## src/rtl/tlul_device_adapter.sv

```systemverilog
// TL-UL device adapter: terminates a TL-UL host channel and drives a
// req/gnt/rvalid memory port, answering in order with AccessAck(Data).
//
// Ports:
//   clock, reset      single clock, synchronous active-high reset
//   tl_i / tl_o       TL-UL A channel in (plus d_ready), D channel out (plus a_ready)
//   req_o, gnt_i      memory request / grant handshake
//   we_o, addr_o      write enable and byte address
//   wdata_o, be_o     write data and byte enables
//   rvalid_i          memory response strobe, one per grant, in order
//   rdata_i, rerror_i response data and error, qualified by rvalid_i

package tlul_pkg;

    localparam logic [2:0] PutFullData    = 3'h0;
    localparam logic [2:0] PutPartialData = 3'h1;
    localparam logic [2:0] Get            = 3'h4;

    localparam logic [2:0] AccessAck      = 3'h0;
    localparam logic [2:0] AccessAckData  = 3'h1;

    typedef struct packed {
        logic        a_valid;
        logic [2:0]  a_opcode;
        logic [2:0]  a_param;
        logic [1:0]  a_size;
        logic [7:0]  a_source;
        logic [31:0] a_address;
        logic [3:0]  a_mask;
        logic [31:0] a_data;
        logic        d_ready;
    } tl_h2d_t;

    typedef struct packed {
        logic        d_valid;
        logic [2:0]  d_opcode;
        logic [2:0]  d_param;
        logic [1:0]  d_size;
        logic [7:0]  d_source;
        logic [0:0]  d_sink;
        logic [31:0] d_data;
        logic [15:0] d_user;
        logic        d_error;
        logic        a_ready;
    } tl_d2h_t;

endpackage

module tlul_device_adapter
    import tlul_pkg::*;
#(
    parameter int AW          = 32,
    parameter int Outstanding = 2,
    parameter bit ErrOnWrite  = 1'b0
) (
    input  logic          clock,
    input  logic          reset,
    input  tl_h2d_t       tl_i,
    output tl_d2h_t       tl_o,
    output logic          req_o,
    input  logic          gnt_i,
    output logic          we_o,
    output logic [AW-1:0] addr_o,
    output logic [31:0]   wdata_o,
    output logic [3:0]    be_o,
    input  logic          rvalid_i,
    input  logic [31:0]   rdata_i,
    input  logic          rerror_i
);

    localparam int PtrW = (Outstanding > 1) ? $clog2(Outstanding) : 1;
    localparam int CntW = $clog2(Outstanding + 1);

    localparam logic [CntW-1:0] MaxCnt  = CntW'(Outstanding);
    localparam logic [PtrW-1:0] LastPtr = PtrW'(Outstanding - 1);

    typedef struct packed {
        logic       is_get;
        logic [1:0] size;
        logic [7:0] source;
        logic       err;
    } trk_t;

    typedef struct packed {
        logic [31:0] rdata;
        logic        rerror;
    } dat_t;

    function automatic logic [PtrW-1:0] ptr_inc(input logic [PtrW-1:0] p);
        return (p == LastPtr) ? '0 : p + 1'b1;
    endfunction

    // ------------------------------------------------------------------
    // Request check
    // ------------------------------------------------------------------
    logic       is_put;
    logic       is_get;
    logic       bad_op;
    logic       bad_size;
    logic       misalign;
    logic       bad_mask;
    logic [3:0] lane_mask;
    logic       err_a;

    always_comb begin
        lane_mask = 4'hF;
        misalign  = 1'b0;
        unique case (tl_i.a_size)
            2'd0: begin
                lane_mask = 4'b0001 << tl_i.a_address[1:0];
            end
            2'd1: begin
                lane_mask = tl_i.a_address[1] ? 4'b1100 : 4'b0011;
                misalign  = tl_i.a_address[0];
            end
            default: begin
                lane_mask = 4'hF;
                misalign  = |tl_i.a_address[1:0];
            end
        endcase
    end

    assign is_put   = (tl_i.a_opcode == PutFullData)
                    | (tl_i.a_opcode == PutPartialData);
    assign is_get   = (tl_i.a_opcode == Get);
    assign bad_op   = ~(is_put | is_get);
    assign bad_size = (tl_i.a_size == 2'd3);

    // Full writes must hit exactly the addressed lanes; partial writes
    // may use any subset of them. Reads ignore the mask entirely.
    assign bad_mask =
        ((tl_i.a_opcode == PutFullData) & (tl_i.a_mask != lane_mask)) |
        ((tl_i.a_opcode == PutPartialData) & |(tl_i.a_mask & ~lane_mask));

    assign err_a = bad_op | bad_size | misalign | bad_mask
                 | (ErrOnWrite & is_put);

    // ------------------------------------------------------------------
    // State
    // ------------------------------------------------------------------
    logic [CntW-1:0] count_q, count_d;
    logic [PtrW-1:0] trk_wptr_q, trk_wptr_d;
    logic [PtrW-1:0] trk_rptr_q, trk_rptr_d;
    trk_t            trk_mem_q [Outstanding];
    trk_t            trk_mem_d [Outstanding];

    logic [CntW-1:0] dat_cnt_q, dat_cnt_d;
    logic [PtrW-1:0] dat_wptr_q, dat_wptr_d;
    logic [PtrW-1:0] dat_rptr_q, dat_rptr_d;
    dat_t            dat_mem_q [Outstanding];
    dat_t            dat_mem_d [Outstanding];

    // ------------------------------------------------------------------
    // A channel / memory port
    // ------------------------------------------------------------------
    logic room;
    logic a_ready;
    logic accept;
    trk_t trk_in;

    // Not pop-aware: a full tracker blocks even on a same-cycle D pop.
    assign room    = (count_q < MaxCnt);
    assign a_ready = ~reset & room & (err_a | gnt_i);
    assign accept  = tl_i.a_valid & a_ready;

    assign req_o   = ~reset & tl_i.a_valid & ~err_a & room;
    assign we_o    = is_put;
    assign addr_o  = tl_i.a_address[AW-1:0];
    assign wdata_o = tl_i.a_data;
    assign be_o    = is_put ? tl_i.a_mask : 4'hF;

    assign trk_in = '{
        is_get: is_get,
        size:   tl_i.a_size,
        source: tl_i.a_source,
        err:    err_a
    };

    // ------------------------------------------------------------------
    // D channel, driven from registered FIFO heads
    // ------------------------------------------------------------------
    trk_t trk_head;
    dat_t dat_head;
    logic d_valid;
    logic d_hs;
    logic dat_push;
    logic dat_pop;

    assign trk_head = trk_mem_q[trk_rptr_q];
    assign dat_head = dat_mem_q[dat_rptr_q];

    assign d_valid  = ~reset & (count_q != '0)
                    & (trk_head.err | (dat_cnt_q != '0));
    assign d_hs     = d_valid & tl_i.d_ready;

    // Errored entries never reached memory, so they own no data slot.
    assign dat_push = rvalid_i & ~reset;
    assign dat_pop  = d_hs & ~trk_head.err;

    always_comb begin
        tl_o          = '0;
        tl_o.a_ready  = a_ready;
        tl_o.d_valid  = d_valid;
        tl_o.d_opcode = trk_head.is_get ? AccessAckData : AccessAck;
        tl_o.d_size   = trk_head.size;
        tl_o.d_source = trk_head.source;
        tl_o.d_data   = (trk_head.is_get & ~trk_head.err)
                      ? dat_head.rdata : 32'h0;
        tl_o.d_error  = trk_head.err | (~trk_head.err & dat_head.rerror);
    end

    // ------------------------------------------------------------------
    // Next state
    // ------------------------------------------------------------------
    always_comb begin
        count_d = count_q;
        unique case ({accept, d_hs})
            2'b10:   count_d = count_q + 1'b1;
            2'b01:   count_d = count_q - 1'b1;
            default: count_d = count_q;
        endcase
    end

    always_comb begin
        trk_wptr_d = trk_wptr_q;
        trk_rptr_d = trk_rptr_q;
        trk_mem_d  = trk_mem_q;
        if (accept) begin
            trk_mem_d[trk_wptr_q] = trk_in;
            trk_wptr_d = ptr_inc(trk_wptr_q);
        end
        if (d_hs) begin
            trk_rptr_d = ptr_inc(trk_rptr_q);
        end
    end

    always_comb begin
        dat_wptr_d = dat_wptr_q;
        dat_rptr_d = dat_rptr_q;
        dat_mem_d  = dat_mem_q;
        dat_cnt_d  = dat_cnt_q;
        if (dat_push) begin
            dat_mem_d[dat_wptr_q] = '{rdata: rdata_i, rerror: rerror_i};
            dat_wptr_d = ptr_inc(dat_wptr_q);
        end
        if (dat_pop) begin
            dat_rptr_d = ptr_inc(dat_rptr_q);
        end
        unique case ({dat_push, dat_pop})
            2'b10:   dat_cnt_d = dat_cnt_q + 1'b1;
            2'b01:   dat_cnt_d = dat_cnt_q - 1'b1;
            default: dat_cnt_d = dat_cnt_q;
        endcase
    end

    // ------------------------------------------------------------------
    // Registers
    // ------------------------------------------------------------------
    always_ff @(posedge clock) begin
        if (reset) begin
            count_q    <= '0;
            trk_wptr_q <= '0;
            trk_rptr_q <= '0;
            dat_cnt_q  <= '0;
            dat_wptr_q <= '0;
            dat_rptr_q <= '0;
        end else begin
            count_q    <= count_d;
            trk_wptr_q <= trk_wptr_d;
            trk_rptr_q <= trk_rptr_d;
            dat_cnt_q  <= dat_cnt_d;
            dat_wptr_q <= dat_wptr_d;
            dat_rptr_q <= dat_rptr_d;
        end
    end

    // Storage needs no reset: entries are only read behind valid counts.
    always_ff @(posedge clock) begin
        trk_mem_q <= trk_mem_d;
        dat_mem_q <= dat_mem_d;
    end

    logic unused_tl;
    assign unused_tl = ^{tl_i.a_param, tl_i.a_address};

endmodule

```

## config.mk

```make
export PLATFORM = sky130hd
export DESIGN_NAME = tlul_device_adapter
export DESIGN_NICKNAME = d
export VERILOG_FILES = /design/src/rtl/tlul_device_adapter.sv
export SDC_FILE = /design/constraint.sdc
export NUM_CORES = 1
export LEC_CHECK = 0
export BUFFER_PORTS_ARGS = -buffer_cell sky130_fd_sc_hd__buf_4
export CORE_UTILIZATION = 44
export DETAILED_ROUTE_END_ITERATION = 6
export PLACE_DENSITY_LB_ADDON = 0.12
export SLEW_MARGIN = 20
export SYNTH_ARGS = -nofsm -noshare
export SYNTH_HDL_FRONTEND = slang
export SYNTH_SLANG_ARGS = --single-unit
```

## constraint.sdc

```tcl
create_clock -name clock -period 4.2 [get_ports clock]
set_input_delay 0.21 -clock clock [delete_from_list [all_inputs] [get_ports clock]]
set_output_delay 0.21 -clock clock [all_outputs]
set_load 0.05 [all_outputs]
```

==> results.toml <==
[synth]
ys_ff_latch = 98
postSynth.asyncResetShare_pct = 0
yosys.area.top_type = "edfxtp_1"
synthTopCellsByCount = "edfxtp_1 (90), buf_4 (88), nor2_1 (44), mux2i_1 (34), mux2_2 (11)"
synthFlopType = "edfxtp_1"
ys_types = 38
synthMuxAreaShare_pct = 9.96
synth.area.top_cells = "edfxtp_1 (58%), buf_4 (14%), mux2i_1 (7.3%), nor2_1 (3.5%), dfxtp_1 (3.4%)"
syn-instance-count = 345
synth_most_common_cell = "edfxtp_1"
syn_avg_cell_area_sq_um = 13.5
synthSimpleGateAreaFrac_pct = 7.84
ys_seq_area_share_pct = 61.4
synth_edf_count = 90
synth_top_area_share_pct = 58.0
synthAdderAreaFrac_pct = 1.61
synth_top_family_by_area = "buffers and inverters"
synth-compound-area-share_pct = 2.36
netlist_area_sq_um = 4660
synth_warnings = 0
synthXorXnorAreaFrac_pct = 1.32

[final_layout]
diodes = 0
drive_gt1_share_pct = 37.2
area_growth_pct = 13.8
fin_util_pct = 51.6
finalNetCount = 525

[critical_path]
ff2ff_setup_slack_ns = 1.75
cp_top_family = "flip-flops"
crit_chain = "mux2i_1 > nand2_1 > buf_4 > nor2_1 > buf_4"
cp_num_buf_inv = 2
worst_path_max_delay_cell = "dfxtp_1"
critPathLaunchType = "flop"
path_class = "reg2out"
r2r-end = "dat_cnt_q[1]"
endpoint_kind = "primary output"
worst_path_most_repeated_cell = "buf_4"
timing.rr.start = "trk_rptr_q"
cp_data_required_time_ns = 3.99
crit_path_max_incr_delay_ns = 0.74
crit_fanout = 32
arrival_ns = 2.42
reg2reg_depth = 5

[drt]
drtIter0Drc = 87
viasPerCell = 4.84
routed_wl_um = 9360
postRouteAntennaNets = 0
first_pass_iters = 4
drcViolationCount = 0
wire_per_inst_um = 17.4
vias = 2598

[timing]
worst_hold_slack_ns = 0.0243
grt_setup_unrepaired = "no"
fin_crit_sh_pct = 62.6
fin_worst_skew_ns = 0.00843
hold_violations = 0
slew-limit-headroom_pct = 32.9
setup_slack_ns = 1.57
timing.fmax_mhz = 381
slew_viol_final = 0
tns_ns = 0
period_needed_ns = 2.63
tightestPinTransition_ns = 1.00
finalSetupViolCount = 0

[die]
io_pins = 261
die_area_sq_um = 11000
die_h_um = 105
die_w_um = 105
std_cell_rows = 37
coreArea_sq_um = 10300
initial_core_util_pct = 45.3

[clock_network]
cts_buffer_depth = 2
clock_latency_ns = 0.36
cts.clk_slew.worst_paths_ns = 0.10
cts_tree = "yes"
postCtsHoldBufs = 0
cts_setup_buffers = 0
ctsResizeCount = 0
htree_levels = 3
numCtsBuffers = 9
root_buffer = "clkbuf_8"
clock_sinks = 98

[min_path]
worstHoldStart = "rdata_i[6]"
holdPathStages = 1
worstHoldPathType = "in2reg"
min_to = "dat_mem_q[40]"

[global_routing]
antenna_found_initial = 0
grt_pass1_vias = 2532
grt_max_degree = 35
grt_pass1_wl_um = 13900
track_usage_pct = 17.1
grt_overflow = 0

[placement]
port_buffers = 111
gp_congestion = 0.746
dpl.hpwl_um = 6620
dp_slack_ns = 1.74

[power]
leakagePower_nw = 1.98
power_density_nw_per_um2 = 385
ir_drop_v = 0.000158

[job]
max_cap_viol_count = 0

[outcome]
status = "finished clean"
-- cell type report --
class                           count  area (sq um)
Clock buffer                        9           124
Clock inverter                      7          67.6
Fill cell                         919          4980
Inverter                            5          18.8
Multi-Input combinational cell    166          1170
Sequential cell                    98          2870
Tap cell                          136           170
Timing Repair Buffer              116           881
-- report_power, final --
| group | total, mW | internal (mW) | switching (mW) | leakage, nW |
|---|---|---|---|---|
| clock | 0.592 | 0.274 | 0.318 | 0.0963 |
| combinational | 0.322 | 0.105 | 0.217 | 0.990 |
| sequential | 1.13 | 1.11 | 0.0167 | 0.892 |
| total | 2.04 | 1.49 | 0.552 | 1.98 |
-- sequential cells by signal, indices dropped and copies added, names as in the netlist --
register	cells
dat_wptr_q	1
dat_rptr_q	1
trk_wptr_q	1
count_q	2
dat_mem_q	66
dat_cnt_q	2
trk_rptr_q	1
trk_mem_q	24
-- kinds of logic (layout without fill, tap and decap cells) --
kind of cell | Yosys count | in the layout
other cells | 1 | 22
mux | 45 | 45
flops | 98 | 98
compound gates | 15 | 15
buf+inv | 102 | 137
xor+xnor | 7 | 7
simple gates | 71 | 71
fa+ha+maj | 6 | 6
-- worst max path at each step --
stage / startpoint / endpoint / slack (ns) / cells after the start
3_5_place_dp: trk_rptr_q / dat_cnt_q[1] / 1.74 / 5
5_1_grt: trk_rptr_q / tl_o[26] / 1.36 / 5
6_report: trk_rptr_q / tl_o[26] / 1.57 / 5
4_1_cts: trk_rptr_q / tl_o[26] / 1.48 / 5
3_3_place_gp: trk_rptr_q / dat_cnt_q[1] / 1.75 / 5
2_1_floorplan: tl_i[38] / req_o / 1.94 / 7
-- layout by cell type (no fill, tap or decap), drive strengths merged --
master | synthesis | layout
a211oi | 1 | 1
a21oi | 6 | 6
a32oi | 1 | 1
a41oi | 1 | 1
and2 | 1 | 1
and3 | 1 | 1
buf | 92 | 112
bufinv | 0 | 1
clkbuf | 5 | 9
clkinv | 0 | 5
conb | 1 | 22
dfxtp | 8 | 8
dlygate4sd3 | 0 | 4
edfxtp | 90 | 90
ha | 6 | 6
inv | 5 | 6
mux2 | 11 | 11
mux2i | 34 | 34
nand2 | 3 | 3
nand2b | 4 | 4
nand3 | 1 | 1
nand4 | 2 | 2
nor2 | 44 | 44
nor2b | 1 | 1
nor3 | 2 | 2
nor3b | 3 | 3
nor4b | 1 | 1
o21a | 1 | 1
o21ai | 3 | 3
o21bai | 1 | 1
o2bb2ai | 1 | 1
or3 | 7 | 7
or4 | 1 | 1
xnor2 | 5 | 5
xor2 | 2 | 2
-- routing by layer --
layer  up-vias  global-route usage (%)  share of wire [%]
met2       130                    26.9                 50
li1       1211                       -                  -
met4         2                    8.75                2.8
met3        36                    7.17                9.4
met5         -                    3.33               0.50
met1      1219                    19.8                 37
-- metrics by stage --
| step | total power, mW | instance area, sq um | cells |
|---|---|---|---|
| after detailed placement | 1.47 | 5070 | 517 |
| after global routing | 2.12 | 5300 | 537 |
| after global placement | 1.47 | 5070 | 517 |
| final | 2.04 | 5300 | 537 |
| after CTS | 2.06 | 5260 | 533 |
| after floorplan | 1.54 | 4740 | 366 |
No activity file was read; power rests on OpenSTA's default activity.
